**src/rtl/uart_fifo_ctrl.sv**
```systemverilog
// uart_fifo_ctrl: pointer, occupancy and flag controller that turns the
// dual-port UART RAM into a FIFO. The RAM has a registered read port, so
// rd_valid is a one-cycle-delayed copy of an accepted pop and lines up with
// the RAM's rdata. One instance serves the TX path and one the RX path.
//
// Handshake: wr_req/rd_req are requests, not valid/ready pairs. A push is
// accepted (push_ok) when there is room, or when a pop in the same cycle
// frees a slot. A pop is accepted (pop_ok) whenever the FIFO is not empty.
// A rejected request is dropped and recorded in the sticky overflow or
// underflow flag. There is no back-pressure beyond full/empty, and the
// consumer cannot stall rd_valid.
module uart_fifo_ctrl #(
  parameter int ADDR_BIT = 4,
  parameter int AF_THR   = 12,
  parameter int AE_THR   = 2
) (
  input  logic                clk,
  input  logic                reset,
  input  logic                flush,
  input  logic                wr_req,
  input  logic                rd_req,
  input  logic                err_clr,
  output logic                we,
  output logic [ADDR_BIT-1:0] waddr,
  output logic [ADDR_BIT-1:0] raddr,
  output logic                rd_valid,
  output logic [ADDR_BIT:0]   count,
  output logic                full,
  output logic                empty,
  output logic                almost_full,
  output logic                almost_empty,
  output logic                overflow,
  output logic                underflow
);

  localparam logic [ADDR_BIT:0]   DEPTH_C = {1'b1, {ADDR_BIT{1'b0}}};
  localparam logic [ADDR_BIT:0]   AF_C    = (ADDR_BIT+1)'(AF_THR);
  localparam logic [ADDR_BIT:0]   AE_C    = (ADDR_BIT+1)'(AE_THR);
  localparam logic [ADDR_BIT-1:0] PTR_ONE = {{(ADDR_BIT-1){1'b0}}, 1'b1};
  localparam logic [ADDR_BIT:0]   CNT_ONE = {{ADDR_BIT{1'b0}}, 1'b1};

  logic [ADDR_BIT-1:0] wr_ptr;
  logic [ADDR_BIT-1:0] rd_ptr;
  logic                push_ok;
  logic                pop_ok;

  // Flags decode the count register only; the pointers wrap freely and are
  // never compared with each other.
  assign full         = (count == DEPTH_C);
  assign empty        = (count == '0);
  assign almost_full  = (count >= AF_C);
  assign almost_empty = (count <= AE_C);

  // Acceptance decode: at full, a simultaneous pop makes room for the push.
  // The RAM returns old data on a same-address read/write, so this is safe.
  always_comb begin
    pop_ok  = rd_req && !empty;
    push_ok = wr_req && (!full || pop_ok);
    we      = push_ok && !flush && !reset;
    waddr   = wr_ptr;
    raddr   = rd_ptr;
  end

  // Pointer, occupancy, read-valid and sticky error state; reset beats flush,
  // flush beats any request in the same cycle.
  always_ff @(posedge clk) begin
    if (reset || flush) begin
      wr_ptr    <= '0;
      rd_ptr    <= '0;
      count     <= '0;
      rd_valid  <= 1'b0;
      overflow  <= 1'b0;
      underflow <= 1'b0;
    end else begin
      if (push_ok) wr_ptr <= wr_ptr + PTR_ONE;
      if (pop_ok)  rd_ptr <= rd_ptr + PTR_ONE;
      if (push_ok && !pop_ok)      count <= count + CNT_ONE;
      else if (pop_ok && !push_ok) count <= count - CNT_ONE;
      rd_valid  <= pop_ok;
      // A new error in the same cycle as err_clr keeps the flag set.
      overflow  <= (wr_req && !push_ok) || (overflow && !err_clr);
      underflow <= (rd_req && !pop_ok)  || (underflow && !err_clr);
    end
  end

endmodule

```
**config.mk**
```make
export PLATFORM = sky130hd
export DESIGN_NAME = uart_fifo_ctrl
export DESIGN_NICKNAME = d
export VERILOG_FILES = /design/src/rtl/uart_fifo_ctrl.sv
export SDC_FILE = /design/constraint.sdc
export NUM_CORES = 1
export LEC_CHECK = 0
export BUFFER_PORTS_ARGS = -buffer_cell sky130_fd_sc_hd__buf_2
export CAP_MARGIN = 30
export CORE_ASPECT_RATIO = 1.25
export CORE_MARGIN = 2
export CORE_UTILIZATION = 52
export CTS_CLUSTER_SIZE = 40
export DETAILED_ROUTE_END_ITERATION = 8
export PLACE_DENSITY = 0.87
export SYNTH_ARGS = -nofsm -noshare
export SYNTH_HDL_FRONTEND = slang
export SYNTH_SLANG_ARGS = --single-unit
```
**constraint.sdc**
```tcl
create_clock -name clk -period 4.55 [get_ports clk]
set_input_delay 0.6825 -clock clk [delete_from_list [all_inputs] [get_ports clk]]
set_output_delay 0.6825 -clock clk [all_outputs]
set_load 0.05 [all_outputs]
```
==> results_dict.tcl <==
set metrics [dict create \
    place_area_um2 982.2 \
    maxSlewViolCount 0 \
    yosysUniqueCellTypes 33 \
    worst_slack_ns 1.629 \
    cts_buffer_depth 2 \
    fin_nets 132 \
    fin_crit_sh_pct 64.20 \
    crit_family "compound AO/OA/AOI/OAI gates" \
    final_util_pct 65.22 \
    drive_gt1_share_pct 31.36 \
    crit_type "flop to flop" \
    grt_pass1_vias 679 \
    overflow 0 \
    p_leak_nw 0.4938 \
    fp.dieW_um 40.21 \
    core-area_um2 1562 \
    port_buffers 26 \
    worstSetupStartpointType "flop" \
    cts_setup_buffers 0 \
    final.setup_skew_ns 0.002140 \
    cp_slowest_stage_delay_ns 0.63 \
    dpl.hpwl_um 1297 \
    crit_slowest_cell "or4_4" \
    ys_async_sr_fraction_pct 0 \
    finalCriticalPeriod_ns 2.921 \
    wl_per_cell_um 12.71 \
    hold_ws_ns 0.4881 \
    worstPathBufferInverterCount 2 \
    yosysTopAreaCellShare_pct 37.59 \
    hold_viol_final 0 \
    ys_ff_latch 16 \
    hold_path.class "flop to flop" \
    cts_num_sinks 16 \
    seq_area_frac_synth_pct 37.59 \
    p_per_area_nw_per_um2 493.2 \
    ios 27 \
    viasPerCell 5.507 \
    route.detailed.drc 0 \
    synth_area_leaders "dfxtp_1 38%, ha_1 8.8%, nor2_1 7.9%" \
    syn2layout_area_growth_pct 19.53 \
    yosys-top-cells-count "18 x nor2_1, 16 x dfxtp_1, 6 x ha_1, 5 x nand3_1, 5 x xor2_1" \
    yosys_warnings 0 \
    outcome "finished clean" \
    grt_usage_pct 20.19 \
    arrival_ns 3.10 \
    max_slew_margin_pct 77.41 \
    path_cells "or4_4 -> o31ai_4 -> inv_1 -> ha_1 -> inv_1 -> ha_1 -> a21o_2 -> a21oi_1 -> nor4_1 -> a311o_1" \
    netlist_instances 92 \
    fin_cells 136 \
    grt_max_degree 18 \
    initial_core_util_pct 54.57 \
    drtPass1Iterations 4 \
    synthFlopType "dfxtp_1" \
    grt_setup_unrepaired "false" \
    fin_setup_tns_ns 0 \
    synth_edf_count 0 \
    numCtsBuffers 3 \
    pre_cts_slack_ns 1.652 \
    yosys.cell_count.top_type "nor2_1" \
    vdd_drop_max_mv 0.3215 \
    synth.cell_area_um2 852.1 \
    clkTransAtPathRegs_ns 0.09 \
    dpl.cell_count 132 \
    die_area_um2 1980 \
    root_buffer "clkbuf_4" \
    drtAntennaViolNets 0 \
    synthesis.nets 105 \
    max_freq_ghz 0.3424 \
    antenna_found_initial 0 \
    cp-end-kind "flop" \
    cp_max_fo 7 \
    worstMarginPinSlew_ns 0.3303 \
    n_antenna_cell 0 \
    drt_iter0_drc 26 \
    place_congestion 0.8981 \
    grt_pass1_wl_um 2849 \
    wl_um 1728 \
    synth_area_leader_cell "dfxtp_1" \
    setup_viol 0 \
    clkLatencyLatePin_ns 0.29 \
    cts_tree "built" \
    max-cap-violations 0 \
    final_area_um2 1018 \
    std_cell_rows 16 \
    cp.required_ns 4.73 \
    vias 749 \
    cts.htree.levels 1 \
    syn_avg_cell_area_um2 9.262 \
    power.total_uw 502.3 \
    cts-resized-gates 0 \
    cts_hold_buf 0 \
    die_h_um 49.26 \
]
-- state kept, by name, summed over array words and instances, names as in the netlist --
signal,cells
count,5
raddr,4
waddr,4
overflow,1
underflow,1
rd_valid,1
-- worst min-delay path, stage by stage, from the launching register on --
cell,delay (ns)
dfxtp_1,0.33
o211ai_1,0.07
nand2_1,0.05
-- layout by cell type, fill, tap and decap left out, types with 3 or more instances in the layout --
| cell type | instances |
|---|---|
| nor2_1 | 18 |
| xor2_1 | 5 |
| nand3_1 | 5 |
| nand2_1 | 4 |
| buf_2 | 26 |
| ha_1 | 6 |
| inv_1 | 4 |
| a21oi_1 | 4 |
| clkbuf_4 | 3 |
| dfxtp_1 | 16 |
-- routing by layer --
metal / up-vias / share of wire [%] / track usage (%)
li1: 383 / - / -
met1: 339 / 43 / 23.77
met2: 21 / 50 / 34.41
met3: 6 / 4.5 / 4.110
met4: 0 / 1.9 / 6.667
met5: - / 0 / 0
-- final cells by class --
cell class | count | area, um^2
Fill cell | 137 | 543.0
Multi-Input combinational cell | 68 | 494.2
Sequential cell | 16 | 320.3
Timing Repair Buffer | 26 | 130.1
Clock buffer | 4 | 36.28
Tap cell | 18 | 22.52
Inverter | 4 | 15.01
-- cells by family after synthesis --
family | Yosys count | share of synthesized area, %
xor+xnor | 6 | 6.167
fa+ha+maj | 7 | 11.16
simple gates | 34 | 18.80
flops | 16 | 37.59
mux | 2 | 2.350
compound gates | 19 | 19.53
buf+inv | 8 | 4.405
-- final timing paths --
path | from | to | slack, ns | depth (start not counted)
setup reg to reg | count[0] | count[3] | 1.63 | 10
hold / removal | raddr[3] | raddr[3] | 0.49 | 2
setup / recovery | count[0] | count[3] | 1.63 | 10
hold reg to reg | raddr[3] | raddr[3] | 0.49 | 2
-- report_power, final --
group | total (mW) | internal [mW] | switching [mW] | leakage, nW
Combinational | 0.240 | 0.0707 | 0.169 | 0.343
Clock | 0.0946 | 0.0487 | 0.0459 | 0.0210
Sequential | 0.168 | 0.151 | 0.0165 | 0.130
(Power assumes the default switching activity.)
